File: src/rtl/dp_pkg.sv
// Shared data-plane definitions: FSM state encoding, default widths and the
// packet-width helper used by the transmitter and the receiver.
package dp_pkg;

    localparam int DP_DATA_W  = 16;
    localparam int DP_NODE_W  = 16;
    localparam int DP_DEPTH   = 16;
    localparam int DP_PAY_LEN = 4;
    localparam int PKT_W      = DP_DATA_W + DP_NODE_W;

    typedef enum logic [1:0] {
        ST_IDLE,
        ST_HEADER,
        ST_PAYLOAD,
        ST_TRAILER
    } dp_tx_state_e;

    function automatic int pkt_w(input int data_w, input int node_w);
        return data_w + node_w;
    endfunction

endpackage

File: src/rtl/dp_tx_fifo.sv
// Circular word FIFO for the data-plane transmitter: combinational head,
// registered count/status, sticky overflow on a dropped push.
module dp_tx_fifo
    import dp_pkg::*;
#(
    parameter int DATA_W    = DP_DATA_W,
    parameter int DEPTH     = DP_DEPTH,
    parameter int READY_LVL = DP_PAY_LEN + 1
) (
    input  logic                   clk,
    input  logic                   rst,
    input  logic                   push,
    input  logic [DATA_W-1:0]      push_data,
    input  logic                   pop,
    output logic [DATA_W-1:0]      head,
    output logic [$clog2(DEPTH):0] count,
    output logic                   full,
    output logic                   empty,
    output logic                   ready,
    output logic                   overflow
);

    localparam int PTR_W = $clog2(DEPTH);
    localparam int CNT_W = PTR_W + 1;

    logic [DATA_W-1:0] mem [DEPTH];
    logic [PTR_W-1:0]  wr_ptr_reg;
    logic [PTR_W-1:0]  rd_ptr_reg;
    logic [CNT_W-1:0]  count_reg;
    logic [CNT_W-1:0]  count_next;
    logic              full_reg;
    logic              empty_reg;
    logic              ready_reg;
    logic              overflow_reg;
    logic              push_ok;
    logic              pop_ok;

    // A pop in the same cycle frees a slot, so a push at full still lands.
    assign pop_ok  = pop && !empty_reg;
    assign push_ok = push && (!full_reg || pop_ok);

    always_comb begin
        count_next = count_reg;
        case ({push_ok, pop_ok})
            2'b10:   count_next = count_reg + CNT_W'(1);
            2'b01:   count_next = count_reg - CNT_W'(1);
            default: count_next = count_reg;
        endcase
    end

    always_ff @(posedge clk) begin
        if (push_ok) begin
            mem[wr_ptr_reg] <= push_data;
        end
    end

    always_ff @(posedge clk or negedge rst) begin
        if (!rst) begin
            wr_ptr_reg   <= '0;
            rd_ptr_reg   <= '0;
            count_reg    <= '0;
            full_reg     <= 1'b0;
            empty_reg    <= 1'b1;
            ready_reg    <= 1'b0;
            overflow_reg <= 1'b0;
        end else begin
            if (push_ok) wr_ptr_reg <= wr_ptr_reg + PTR_W'(1);
            if (pop_ok)  rd_ptr_reg <= rd_ptr_reg + PTR_W'(1);
            count_reg <= count_next;
            full_reg  <= (count_next == CNT_W'(DEPTH));
            empty_reg <= (count_next == '0);
            ready_reg <= (count_next >= CNT_W'(READY_LVL));
            if (push && !push_ok) overflow_reg <= 1'b1;
        end
    end

    assign head     = mem[rd_ptr_reg];
    assign count    = count_reg;
    assign full     = full_reg;
    assign empty    = empty_reg;
    assign ready    = ready_reg;
    assign overflow = overflow_reg;

endmodule

File: src/rtl/dp_tx_engine.sv
// Data-plane transmitter: buffers GPP messages and serialises header + payload
// packets while granted. Define DP_TX_CHECKSUM_EN to append an XOR trailer.
module dp_tx_engine
    import dp_pkg::*;
#(
    parameter int DATA_W  = DP_DATA_W,
    parameter int NODE_W  = DP_NODE_W,
    parameter int DEPTH   = DP_DEPTH,
    parameter int PAY_LEN = DP_PAY_LEN
) (
    input  logic                     clk,
    input  logic                     rst,
    input  logic                     gpp_wr_en,
    input  logic [DATA_W-1:0]        gpp_wr_data,
    input  logic [NODE_W-1:0]        node_id,
    input  logic                     data_tx_flag,
    output logic                     tx_ready,
    output logic [DATA_W+NODE_W-1:0] data_tx_packet,
    output logic                     data_tx_complete_flag,
    output logic [$clog2(DEPTH):0]   fifo_count,
    output logic                     fifo_full,
    output logic                     fifo_empty,
    output logic                     overflow
);

    localparam int PW     = pkt_w(DATA_W, NODE_W);
    localparam int BEAT_W = $clog2(PAY_LEN + 1);
    localparam logic [BEAT_W-1:0] LAST_BEAT = BEAT_W'(PAY_LEN - 1);

    dp_tx_state_e      state_reg, state_next;
    logic [BEAT_W-1:0] beat_reg, beat_next;
    logic [DATA_W-1:0] dest_reg, dest_next;
    logic [PW-1:0]     packet_reg, packet_next;
    logic              complete_reg, complete_next;
    logic              pop;
    logic [DATA_W-1:0] head_word;
`ifdef DP_TX_CHECKSUM_EN
    logic [DATA_W-1:0] sum_reg, sum_next;
`endif

    dp_tx_fifo #(
        .DATA_W    (DATA_W),
        .DEPTH     (DEPTH),
        .READY_LVL (PAY_LEN + 1)
    ) u_fifo (
        .clk       (clk),
        .rst       (rst),
        .push      (gpp_wr_en),
        .push_data (gpp_wr_data),
        .pop       (pop),
        .head      (head_word),
        .count     (fifo_count),
        .full      (fifo_full),
        .empty     (fifo_empty),
        .ready     (tx_ready),
        .overflow  (overflow)
    );

    always_comb begin
        state_next    = state_reg;
        beat_next     = beat_reg;
        dest_next     = dest_reg;
        packet_next   = '0;
        complete_next = 1'b0;
        pop           = 1'b0;
`ifdef DP_TX_CHECKSUM_EN
        sum_next      = sum_reg;
`endif
        case (state_reg)
            // HEADER is folded into the launch: the header goes out the same
            // cycle the destination word is popped.
            ST_IDLE, ST_HEADER: begin
                state_next = ST_IDLE;
                if (data_tx_flag && tx_ready) begin
                    pop         = 1'b1;
                    dest_next   = head_word;
                    packet_next = {head_word, node_id};
                    beat_next   = '0;
                    state_next  = ST_PAYLOAD;
`ifdef DP_TX_CHECKSUM_EN
                    sum_next    = '0;
`endif
                end
            end
            ST_PAYLOAD: begin
                if (data_tx_flag) begin
                    pop         = 1'b1;
                    packet_next = {dest_reg, head_word};
`ifdef DP_TX_CHECKSUM_EN
                    sum_next    = sum_reg ^ head_word;
`endif
                    if (beat_reg == LAST_BEAT) begin
                        beat_next = '0;
`ifdef DP_TX_CHECKSUM_EN
                        state_next = ST_TRAILER;
`else
                        complete_next = 1'b1;
                        state_next    = ST_IDLE;
`endif
                    end else begin
                        beat_next = beat_reg + BEAT_W'(1);
                    end
                end
            end
            ST_TRAILER: begin
`ifdef DP_TX_CHECKSUM_EN
                if (data_tx_flag) begin
                    packet_next   = {dest_reg, sum_reg};
                    complete_next = 1'b1;
                    state_next    = ST_IDLE;
                end
`else
                state_next = ST_IDLE;
`endif
            end
        endcase
    end

    always_ff @(posedge clk or negedge rst) begin
        if (!rst) begin
            state_reg    <= ST_IDLE;
            beat_reg     <= '0;
            dest_reg     <= '0;
            packet_reg   <= '0;
            complete_reg <= 1'b0;
`ifdef DP_TX_CHECKSUM_EN
            sum_reg      <= '0;
`endif
        end else begin
            state_reg    <= state_next;
            beat_reg     <= beat_next;
            dest_reg     <= dest_next;
            packet_reg   <= packet_next;
            complete_reg <= complete_next;
`ifdef DP_TX_CHECKSUM_EN
            sum_reg      <= sum_next;
`endif
        end
    end

    assign data_tx_packet        = packet_reg;
    assign data_tx_complete_flag = complete_reg;

endmodule

File: config.mk
export PLATFORM = sky130hd
export DESIGN_NAME = dp_tx_engine
export DESIGN_NICKNAME = d
export VERILOG_FILES = /design/src/rtl/dp_pkg.sv /design/src/rtl/dp_tx_fifo.sv /design/src/rtl/dp_tx_engine.sv
export SDC_FILE = /design/constraint.sdc
export NUM_CORES = 1
export LEC_CHECK = 0
export CAP_MARGIN = 40
export CELL_PAD_IN_SITES_DETAIL_PLACEMENT = 0
export CELL_PAD_IN_SITES_GLOBAL_PLACEMENT = 2
export CORE_ASPECT_RATIO = 0.8
export CORE_UTILIZATION = 45
export CTS_CLUSTER_DIAMETER = 150
export CTS_CLUSTER_SIZE = 25
export DETAILED_ROUTE_END_ITERATION = 12
export PLACE_DENSITY = 0.8
export REMOVE_ABC_BUFFERS = 1
export SYNTH_ARGS = -nofsm -noshare
export SYNTH_HDL_FRONTEND = slang
export SYNTH_HIERARCHICAL = 1
export SYNTH_SLANG_ARGS = --single-unit
export TNS_END_PERCENT = 5
File: constraint.sdc
create_clock -name clk -period 3.6 [get_ports clk]
set_clock_uncertainty 0.05 [all_clocks]
set_input_delay 0.36 -clock clk [delete_from_list [all_inputs] [get_ports clk]]
set_output_delay 0.36 -clock clk [all_outputs]
set_load 0.02 [all_outputs]
# After elaboration in Yosys (flattened, before gate mapping)
# Memory sizes are Yosys's and may differ from the RTL's.
# Cells that the tools add are included.
[totals] regBits=71 latchBits=0 ram_bits=256 rom_bits=0 inputBits=36 output_inout_bits=42 word_cells=64 mem_count=1
[memory_table] name="u_fifo.mem" depth=16 word_bits=16 read_ports=1 rd_ports_with_merged_regs=0 wr=1 line="dp_tx_fifo.sv:26" source="logic [DATA_W-1:0] mem [DEPTH];"
[classes] addsub=5 mul=0 div=0 magnitude_cmp=1 eq_ne=10 shifts=0 muxes=20 n_bitwise=0 n_reduce_logical=15
[ops] cell="32-bit 2-to-1 mux" n=2
[ops] cell="32-bit case mux with 2 select lines" n=1
[ops] cell="5-bit case mux with 2 select lines" n=1
[ops] cell="3-bit 2-to-1 mux" n=3
[ops] cell="4-bit by 1-bit adder with 4-bit output (second input constant)" n=2
[ops] cell="1-bit 2-to-1 mux" n=7
[ops] cell="2-bit equality test (second input constant)" n=3
[ops] cell="2-bit 2-to-1 mux" n=3
[ops] cell="2-bit inequality test (second input constant)" n=3
[ops] cell="2-bit case mux with 3 select lines" n=1
[ops] cell="3-bit case mux with 2 select lines" n=1
[ops] cell="5-bit by 1-bit adder with 5-bit output (second input constant)" n=1
[ops] cell="5-bit equality test (second input constant)" n=1
[ops] cell="5-bit by 3-bit >= comparator with 1-bit output (second input constant)" n=1
[ops] cell="5-bit zero test" n=1
[ops] cell="5-bit by 1-bit subtractor with 5-bit output (second input constant)" n=1
[ops] cell="2-bit by 1-bit equality test with 1-bit output (second input constant)" n=2
[ops] cell="1-bit logical AND" n=4
[ops] cell="2-bit AND reduction" n=2
[ops] cell="3-bit by 1-bit adder with 3-bit output (second input constant)" n=1
[ops] cell="3-bit by 2-bit equality test with 1-bit output (second input constant)" n=1
[ops] cell="1-bit zero test" n=3
[ops] cell="3-bit AND reduction" n=1
[ops] cell="2-bit zero test" n=1
[ops] cell="4 further kinds" n=4

# Longest topological paths before layout
# Gate-level depths: netlist of the first run.
[logic_depth] word_depth=9 mapped_depth=15 mapped_depth_nobuf=13

# Modules after synthesis
# The synthesis of the first run kept the hierarchy.
[modules_own_cells] module="dp_tx_fifo" instances=1 cells_per_inst=581 area_per_inst_um2=10906.7 seq_area_each_um2=8114.0
[modules_own_cells] module="dp_tx_engine" instances=1 cells_per_inst=195 area_per_inst_um2=2346.0 seq_area_each_um2=1326.3

# Least setup slack after synthesis of the first run
# OpenSTA, ideal clock, no wires.
[synth_timing] path_type="reg2reg" from="register u_fifo.ready_reg (netlist: u_fifo/ready)" to="register u_fifo.ready_reg (netlist: u_fifo/ready)" setup_ns=0.124 t_arrival_ns=2.867 required_ns=3.426 path_slack_ns=0.559 stages_incl_launch_ff=16 n_path_buf=2 synth_period_minus_slack_ns=3.041 path_cell_list="dfrtp_1 buf_4 o21ai_0 inv_1 nand2b_1 a21boi_2 inv_1 ha_1 buf_6 xor2_1 ha_1 a21oi_1 xor2_1 nor2_1 xor2_1 a211o_1"
[synth_between] elab_chain_len=9 word_cells_on_any_way=10 cone_classes="order compare (1); eq/ne (2); mux (3); reduce/logical (4)"
[synth_lines] element="start: declaration" line="dp_tx_fifo.sv:33" source="logic ready_reg;"
[synth_lines] element="start signal: assignment" line="dp_tx_fifo.sv:72" source="ready_reg <= (count_next >= CNT_W'(READY_LVL));"
[synth_lines] element="1-bit logical AND *" line="dp_tx_engine.sv:74" source="if (data_tx_flag && tx_ready) begin"
[synth_lines] element="1-bit 2-to-1 mux *" line="dp_tx_engine.sv:74"
[synth_lines] element="1-bit case mux with 2 select lines *" line="dp_tx_engine.sv:69" source="case (state_reg)"
[synth_lines] element="named net pop" line="dp_tx_engine.sv:35" source="logic pop;"
[synth_lines] element="1-bit logical AND *" line="dp_tx_fifo.sv:39" source="assign pop_ok = pop && !empty_reg;"
[synth_lines] element="1-bit logical OR" line="dp_tx_fifo.sv:40" source="assign push_ok = push && (!full_reg || pop_ok);"
[synth_lines] element="1-bit logical AND" line="dp_tx_fifo.sv:40"
[synth_lines] element="2-bit by 1-bit equality test with 1-bit output or 2-bit equality test (tied branches)" line="dp_tx_fifo.sv:44" source="case ({push_ok, pop_ok})"
[synth_lines] element="5-bit case mux with 2 select lines *" line="dp_tx_fifo.sv:44"
[synth_lines] element="named net u_fifo.count_next[2]" line="dp_tx_fifo.sv:30" source="logic [CNT_W-1:0] count_next;"
[synth_lines] element="5-bit by 3-bit >= comparator with 1-bit output *" line="dp_tx_fifo.sv:72"
# Mark *: on every way through the listed nets, which the timed path passes. The rest lies on a longest branch.
# A chain may end at the register's enable or synchronous reset.

# Worst setup path in the final report of the first run
[layout_timing] from="input data_tx_flag" to="register u_fifo.ready_reg (netlist: u_fifo/ready)"
[layout_between] elab_chain_len=9 word_cells_on_any_way=11 cone_classes="order compare (1); eq/ne (2); mux (4); reduce/logical (4)"
[layout_lines] element="start: declaration" line="dp_tx_engine.sv:16" source="input logic data_tx_flag,"
[layout_lines] element="1-bit logical AND" line="dp_tx_engine.sv:74"
[layout_lines] element="1-bit 2-to-1 mux" line="dp_tx_engine.sv:74"
[layout_lines] element="1-bit case mux with 2 select lines *" line="dp_tx_engine.sv:69"
[layout_lines] element="named net pop" line="dp_tx_engine.sv:35"
[layout_lines] element="1-bit logical AND *" line="dp_tx_fifo.sv:39"
[layout_lines] element="1-bit logical OR" line="dp_tx_fifo.sv:40"
[layout_lines] element="1-bit logical AND" line="dp_tx_fifo.sv:40"
[layout_lines] element="2-bit by 1-bit equality test with 1-bit output or 2-bit equality test (tied branches)" line="dp_tx_fifo.sv:44"
[layout_lines] element="5-bit case mux with 2 select lines *" line="dp_tx_fifo.sv:44"
[layout_lines] element="named net u_fifo.count_next[2]" line="dp_tx_fifo.sv:30"
[layout_lines] element="5-bit by 3-bit >= comparator with 1-bit output *" line="dp_tx_fifo.sv:72"
# Marks and branches as above.

==> reports/qor.csv, run 1 <==
metric;value;unit
sequential area share after synthesis;71.2;%
Routed WL;27.6;mm
Final Wtd Congestion;0.793;
H-tree depth;1;
Core Area;28600;um^2
DRC viols;0;
worst r2r src;state_reg[1];
CP Cell Sequence;clkdlybuf4s50_1, o21ai_0, inv_1, nand2b_1, a21boi_2, inv_1, ha_1, xor2_1, ha_1, a21oi_1, xor2_1, nor2_1, xor2_1, a211o_1;
layout cells sized above 1;16.5;%
crit path launch type;primary input;
CTS buffer count;17;
reg2reg path depth;13;
Critical Path Start;data_tx_flag;
Max Slew Vio Count;0;
Max Root-Sink Buffers;3;
synth warn;6;
CP required;4010;ps
Worst VDD drop;0.374;mV
I/O pins;78;
Largest register FFs;256;
initial antenna violation count;1;
r2r setup slk;600;ps
drt pass-1 iters;5;
via count;7000;
final hold slack;166;ps
Max transition margin;44.2;%
placed cells;1223;
DRT iter0 DRCs;611;
CP endpoint;u_fifo/ready;
Power per Cell Area;773;nW/um^2
Non-Filler Instances;1255;
Synth Register Bits;326;
final hold violations;0;
crit path buf inv count;3;
CP top delay family;buffers and inverters;
Worst setup EP type;flip-flop;
CTS tree;yes;
clock latency on the worst-skew pair;510;ps
type of the worst min-delay path;in -> async;
crit path max-delay cell type;clkdlybuf4s50_1;
status;complete, no violations;
num rows;55;
Post-DRT Antenna Nets;0;
clock sink total;326;
IO Port Bufs;77;
setup bufs post-CTS;0;
remaining global-route overflow;0;
area of the die;30100;um^2
first-pass GRT wire length;42.6;mm
actual slew at the worst max-slew pin;837;ps
Tcrit/Tclk final;84.0;%
DP HPWL;18.2;mm
reg2reg end;u_fifo/ready;
clock transition at the registers of the reported paths;100;ps
syn_area_per_cell;17.1;um^2
vias in the first global route;7152;
vias per cell;5.58;
setup TNS;0;ps
post-synthesis cell type count;50;
commonest non-fill, non-tap cell in the layout;edfxtp_1;
Leak;5.41;nW
die height;155;um
critical path class;in -> reg;
fin nets;919;
Total Routing Usage GR;18.6;%
Starting Density;46.3;%
Clock Tree Root;clkbuf_16;
max_cap viols;0;
endpoints failing setup;0;
critical path depth;14;
WP data arrival;3430;ps
Peak Freq;331;MHz
Worst path max stage delay;640;ps
most used cell, CP;xor2_1;
largest net degree at the start of global routing;71;
Syn Inst Count;776;
wire length per cell;22.0;um
Die W;194;um
post-layout min period;3020;ps
CP Max Fanout;8;
Mapped Area;13300;um^2
RSZ-0062 raised after global routing;no;
most frequent cells in the layout;edfxtp_1 (256), clkdlybuf4s50_1 (76), dfrtp_1 (67), nand2_1 (61), mux2i_1 (48);
area grow syn2layout;14.5;%
[area by class of cell]
type | instances | area [um^2]
timing repair buffer | 126 | 1180
tap | 370 | 463
clock inverter | 3 | 56.3
multi-input combinational | 397 | 3540
inverter | 5 | 18.8
clock buffer | 27 | 463
fill | 2314 | 13500
antenna | 1 | 2.50
sequential | 326 | 9450
[metal layers]
layer / up-vias / part of all wire [%] / routed length (um) / global-route usage (%)
li1: 3183 / - / - / -
met1: 3653 / 47 / 13100 / 27.1
met2: 138 / 47 / 13000 / 30.2
met3: 24 / 4.5 / 1240 / 2.84
met4: 2 / 1.2 / 337 / 3.17
met5: - / 0.047 / 13 / 0
[synth_stat cells (all sizes together)]
cell     instances  area share [%]
edfxtp         256              58
dfrtp           69              13
nand2           61             1.7
mux2i           48             3.6
o21ai           37             1.4
a21boi          34             2.0
mux2            34             3.2
nand3b          34             2.0
mux4            32             5.4
buf             30             1.6
a21oi           19            0.72
clkbuf          18            0.51
a221oi          16             1.6
a22oi           16            0.91
nor2            16            0.45
ha              10            0.94
xnor2            8            0.53
inv              5            0.14
nor3             5            0.23
xor2             5            0.39
nand2b           3            0.14
nand3            2           0.076
nand4            2           0.094
nor3b            2            0.11
a211o            1           0.066
a311oi           1           0.066
a31o             1           0.066
a32o             1           0.076
and2             1           0.047
and2b            1           0.057
and4b            1           0.076
dfstp            1            0.20
nand4b           1           0.066
nand4bb          1           0.085
nor2b            1           0.047
nor4             1           0.094
nor4b            1            0.18
o2bb2ai          1           0.066
[worst min-delay path by stage]
stage | startpoint | end | slack, ps
final | rst | data_tx_packet[7] | 170
after global routing | rst | data_tx_packet[7] | 150
after CTS | rst | data_tx_packet[7] | 150
after detailed placement | rst | data_tx_packet[7] | 140
after global placement | beat_reg[1] | beat_reg[1] | 430
after floorplan | rst | beat_reg[0] | 10
[power breakdown]
| group | switching, W | total (W) | leakage [nW] | internal (W) |
|---|---|---|---|---|
| clock network | 0.00116 | 0.00212 | 0.250 | 0.000954 |
| registers | 0.000419 | 0.00514 | 3.18 | 0.00472 |
| logic | 0.00251 | 0.00447 | 1.98 | 0.00195 |
[repair_timing]
| action | 4_1_cts | 5_1_grt |
|---|---|---|
| resized for setup | 0 | 0 |
| hold endpoints to repair | 69 | 0 |
| hold buffers | 1 | 0 |
[worst register-to-register path, cell delays in order, from the launching register on]
cell and delay (ps):
dfrtp_2 410, o21ai_0 310, inv_1 90, nand2b_1 130
buf_4 150, inv_1 60, ha_1 290, xor2_1 200
ha_1 220, a21oi_1 180, xor2_1 180, nor2_1 70
xor2_1 420, a211o_1 200
[logic make-up (layout without fill, tap and decap cells)]
family / Yosys count / count (layout) / synth area share, %
xor+xnor: 13 / 13 / 0.916
simple gates: 133 / 133 / 5.50
buf+inv: 53 / 161 / 2.23
other cells: 0 / 1 / 0
mux: 114 / 114 / 12.2
compound gates: 127 / 127 / 6.94
fa+ha+maj: 10 / 10 / 0.944
flops: 326 / 326 / 71.2
[stage by stage]
stage               area, um^2  utilization (%)  setup WS, ps  total power, W
global placement         14600             51.0           197         0.00959
detailed placement       14600             51.1          71.5         0.00972
global route             15200             53.0           403          0.0124
CTS                      15200             53.0           594          0.0118
finish                   15200             53.0           575          0.0117
floorplan                13000                -         -1050         0.00808
(Power assumes the default switching activity.)
==> run 2, diff against run 1 <==
--- a/config.mk
+++ b/config.mk
@@ -9,11 +9,11 @@
 export CELL_PAD_IN_SITES_DETAIL_PLACEMENT = 0
 export CELL_PAD_IN_SITES_GLOBAL_PLACEMENT = 2
 export CORE_ASPECT_RATIO = 0.8
-export CORE_UTILIZATION = 45
+export CORE_UTILIZATION = 40
 export CTS_CLUSTER_DIAMETER = 150
 export CTS_CLUSTER_SIZE = 25
 export DETAILED_ROUTE_END_ITERATION = 12
-export PLACE_DENSITY = 0.8
+export PLACE_DENSITY = 0.75
 export REMOVE_ABC_BUFFERS = 1
 export SYNTH_ARGS = -nofsm -noshare
 export SYNTH_HDL_FRONTEND = slang
==> constraint.sdc (replaced) <==
create_clock -name clk -period 2.7 [get_ports clk]
set_clock_uncertainty 0.05 [all_clocks]
set_input_delay 0.27 -clock clk [delete_from_list [all_inputs] [get_ports clk]]
set_output_delay 0.27 -clock clk [all_outputs]
set_load 0.02 [all_outputs]
==> run 2 against run 1 <==
Net effect: non-clock buffer count up 25; clock-buffer cell count did not move; register-to-register slack lost 440 ps; cell count rose by 6.4%; hold slack improved by 66 ps; clock power up 33%; power rose by 36%; combinational power increased by 41%; first-iteration DRC count decreased by 13%; global-route usage decreased by 1.6 points; routed wire length is 2.2% higher; core utilization down 5.1 points; largest cell class unchanged.
==> reports/qor.csv, run 2 (synthesis gave the netlist of run 1 again) <==
metric;value;unit
status;complete, no violations;
Largest register FFs;256;
Leak;5.55;nW
Max Root-Sink Buffers;3;
Core Area;32600;um^2
via count;6996;
layout cells sized above 1;20.3;%
IO Port Bufs;77;
wire length per cell;21.1;um
Worst path max stage delay;670;ps
num rows;59;
Post-DRT Antenna Nets;0;
actual slew at the worst max-slew pin;803;ps
DRT iter0 DRCs;529;
area grow syn2layout;17.7;%
Starting Density;40.7;%
WP data arrival;2960;ps
fin nets;944;
DRC viols;0;
DP HPWL;18.5;mm
largest net degree at the start of global routing;71;
CP required;3070;ps
CP top delay family;buffers and inverters;
type of the worst min-delay path;in -> async;
H-tree depth;1;
endpoints failing setup;0;
CTS tree;yes;
Final Cell Area;15600;um^2
clock sink total;326;
reg2reg path depth;13;
ant diodes;0;
critical path depth;14;
remaining global-route overflow;0;
Power per Cell Area;1020;nW/um^2
Die W;206;um
critical path class;in -> reg;
most frequent cells in the layout;edfxtp_1 (256), clkdlybuf4s50_1 (76), dfrtp_1 (67), nand2_1 (61), buf_4 (60);
crit path buf inv count;3;
Worst setup EP type;flip-flop;
Max Slew Vio Count;0;
Finished Core Util;47.9;%
clock latency on the worst-skew pair;510;ps
CP Max Fanout;4;
I/O pins;78;
CP Cell Sequence;clkdlybuf4s50_1, o21ai_2, inv_1, nand2b_1, a21boi_2, inv_1, ha_4, xor2_1, ha_2, o21ai_2, a21oi_2, nor3_2, xor2_2, nor4b_4;
CTS buffer count;17;
crit path max-delay cell type;clkdlybuf4s50_1;
commonest non-fill, non-tap cell in the layout;edfxtp_1;
final hold slack;233;ps
clock transition at the registers of the reported paths;90;ps
vias per cell;5.24;
die height;165;um
Worst VDD drop;0.655;mV
Placed Area;15000;um^2
drt pass-1 iters;4;
first-pass GRT wire length;42.7;mm
Max transition margin;46.5;%
crit path launch type;primary input;
vias in the first global route;6964;
initial antenna violation count;0;
Routed WL;28.2;mm
Final Wtd Congestion;0.745;
Total Routing Usage GR;17.0;%
Clock Tree Root;clkbuf_16;
setup TNS;0;ps
final hold violations;0;
max_cap viols;0;
area of the die;33900;um^2
Peak Freq;386;MHz
Tcrit/Tclk final;95.9;%
post-layout min period;2590;ps
## run 2: cell types whose count changed in the layout (fill, tap and decap cells not counted), sizes merged
cell,before,now
buf,49,74
inv,6,5
diode,1,0
## run 2: per-stage QoR
step / setup WS [ps] / instances / power, W
3_3_place_gp: -565 / 1299 / 0.0132
6_report: 110 / 1335 / 0.0159
2_1_floorplan: -1950 / 728 / 0.0106
4_1_cts: 31.0 / 1329 / 0.0161
3_5_place_dp: -635 / 1299 / 0.0133
5_1_grt: -8.91 / 1335 / 0.0169
## run 2: cell type report
class                           instances  area [um^2]
Sequential cell                       326         9450
Multi-Input combinational cell        397         3590
Timing Repair Buffer                  151         1490
Fill cell                            2766        17000
Clock inverter                          2         47.5
Clock buffer                           27          463
Tap cell                              427          534
Inverter                                5         21.3
## run 2: final timing paths
check,startpoint,endpoint,slack (ps)
max,data_tx_flag,u_fifo/full,110
min,rst,data_tx_packet[6],230
max reg2reg,u_fifo/ready,u_fifo/full,160
min reg2reg,u_fifo/overflow,u_fifo/overflow,440
max in group asynchronous,rst,u_fifo/empty,1650
min in group clk,node_id[4],data_tx_packet[4],290
## run 2: worst reg2reg max path, stage by stage (launching register included)
cell and delay [ps]:
dfrtp_1 420, o21ai_2 160, inv_1 60, nand2b_1 110
buf_6 130, inv_4 40, ha_4 170, xor2_1 170
ha_2 210, o21ai_2 150, a21oi_2 80, nor3_2 250
xor2_2 250, nor4b_4 230
## run 2: per-layer routing
| layer | part of all wire [%] | GRT usage (%) | routed length (um) |
|---|---|---|---|
| met3 | 4.4 | 2.39 | 1240 |
| met2 | 47 | 27.0 | 13300 |
| met4 | 1.3 | 2.90 | 364 |
| met1 | 47 | 25.2 | 13300 |
| met5 | 0 | 0 | 0 |
## run 2: timing repair
action                                 in CTS  in global routing
pin swaps                                   2                  7
hold buffers                                1                  0
resized for setup                           3                  9
setup endpoints to repair                   4                  3
buffers inserted                            0                  6
endpoints found under the hold margin      42                  0
## run 2: power breakdown
part / total, W / internal [W] / switching [W]
clock network: 0.00282 / 0.00127 / 0.00155
logic: 0.00629 / 0.00287 / 0.00342
registers: 0.00683 / 0.00630 / 0.000533
total: 0.0159 / 0.0104 / 0.00551
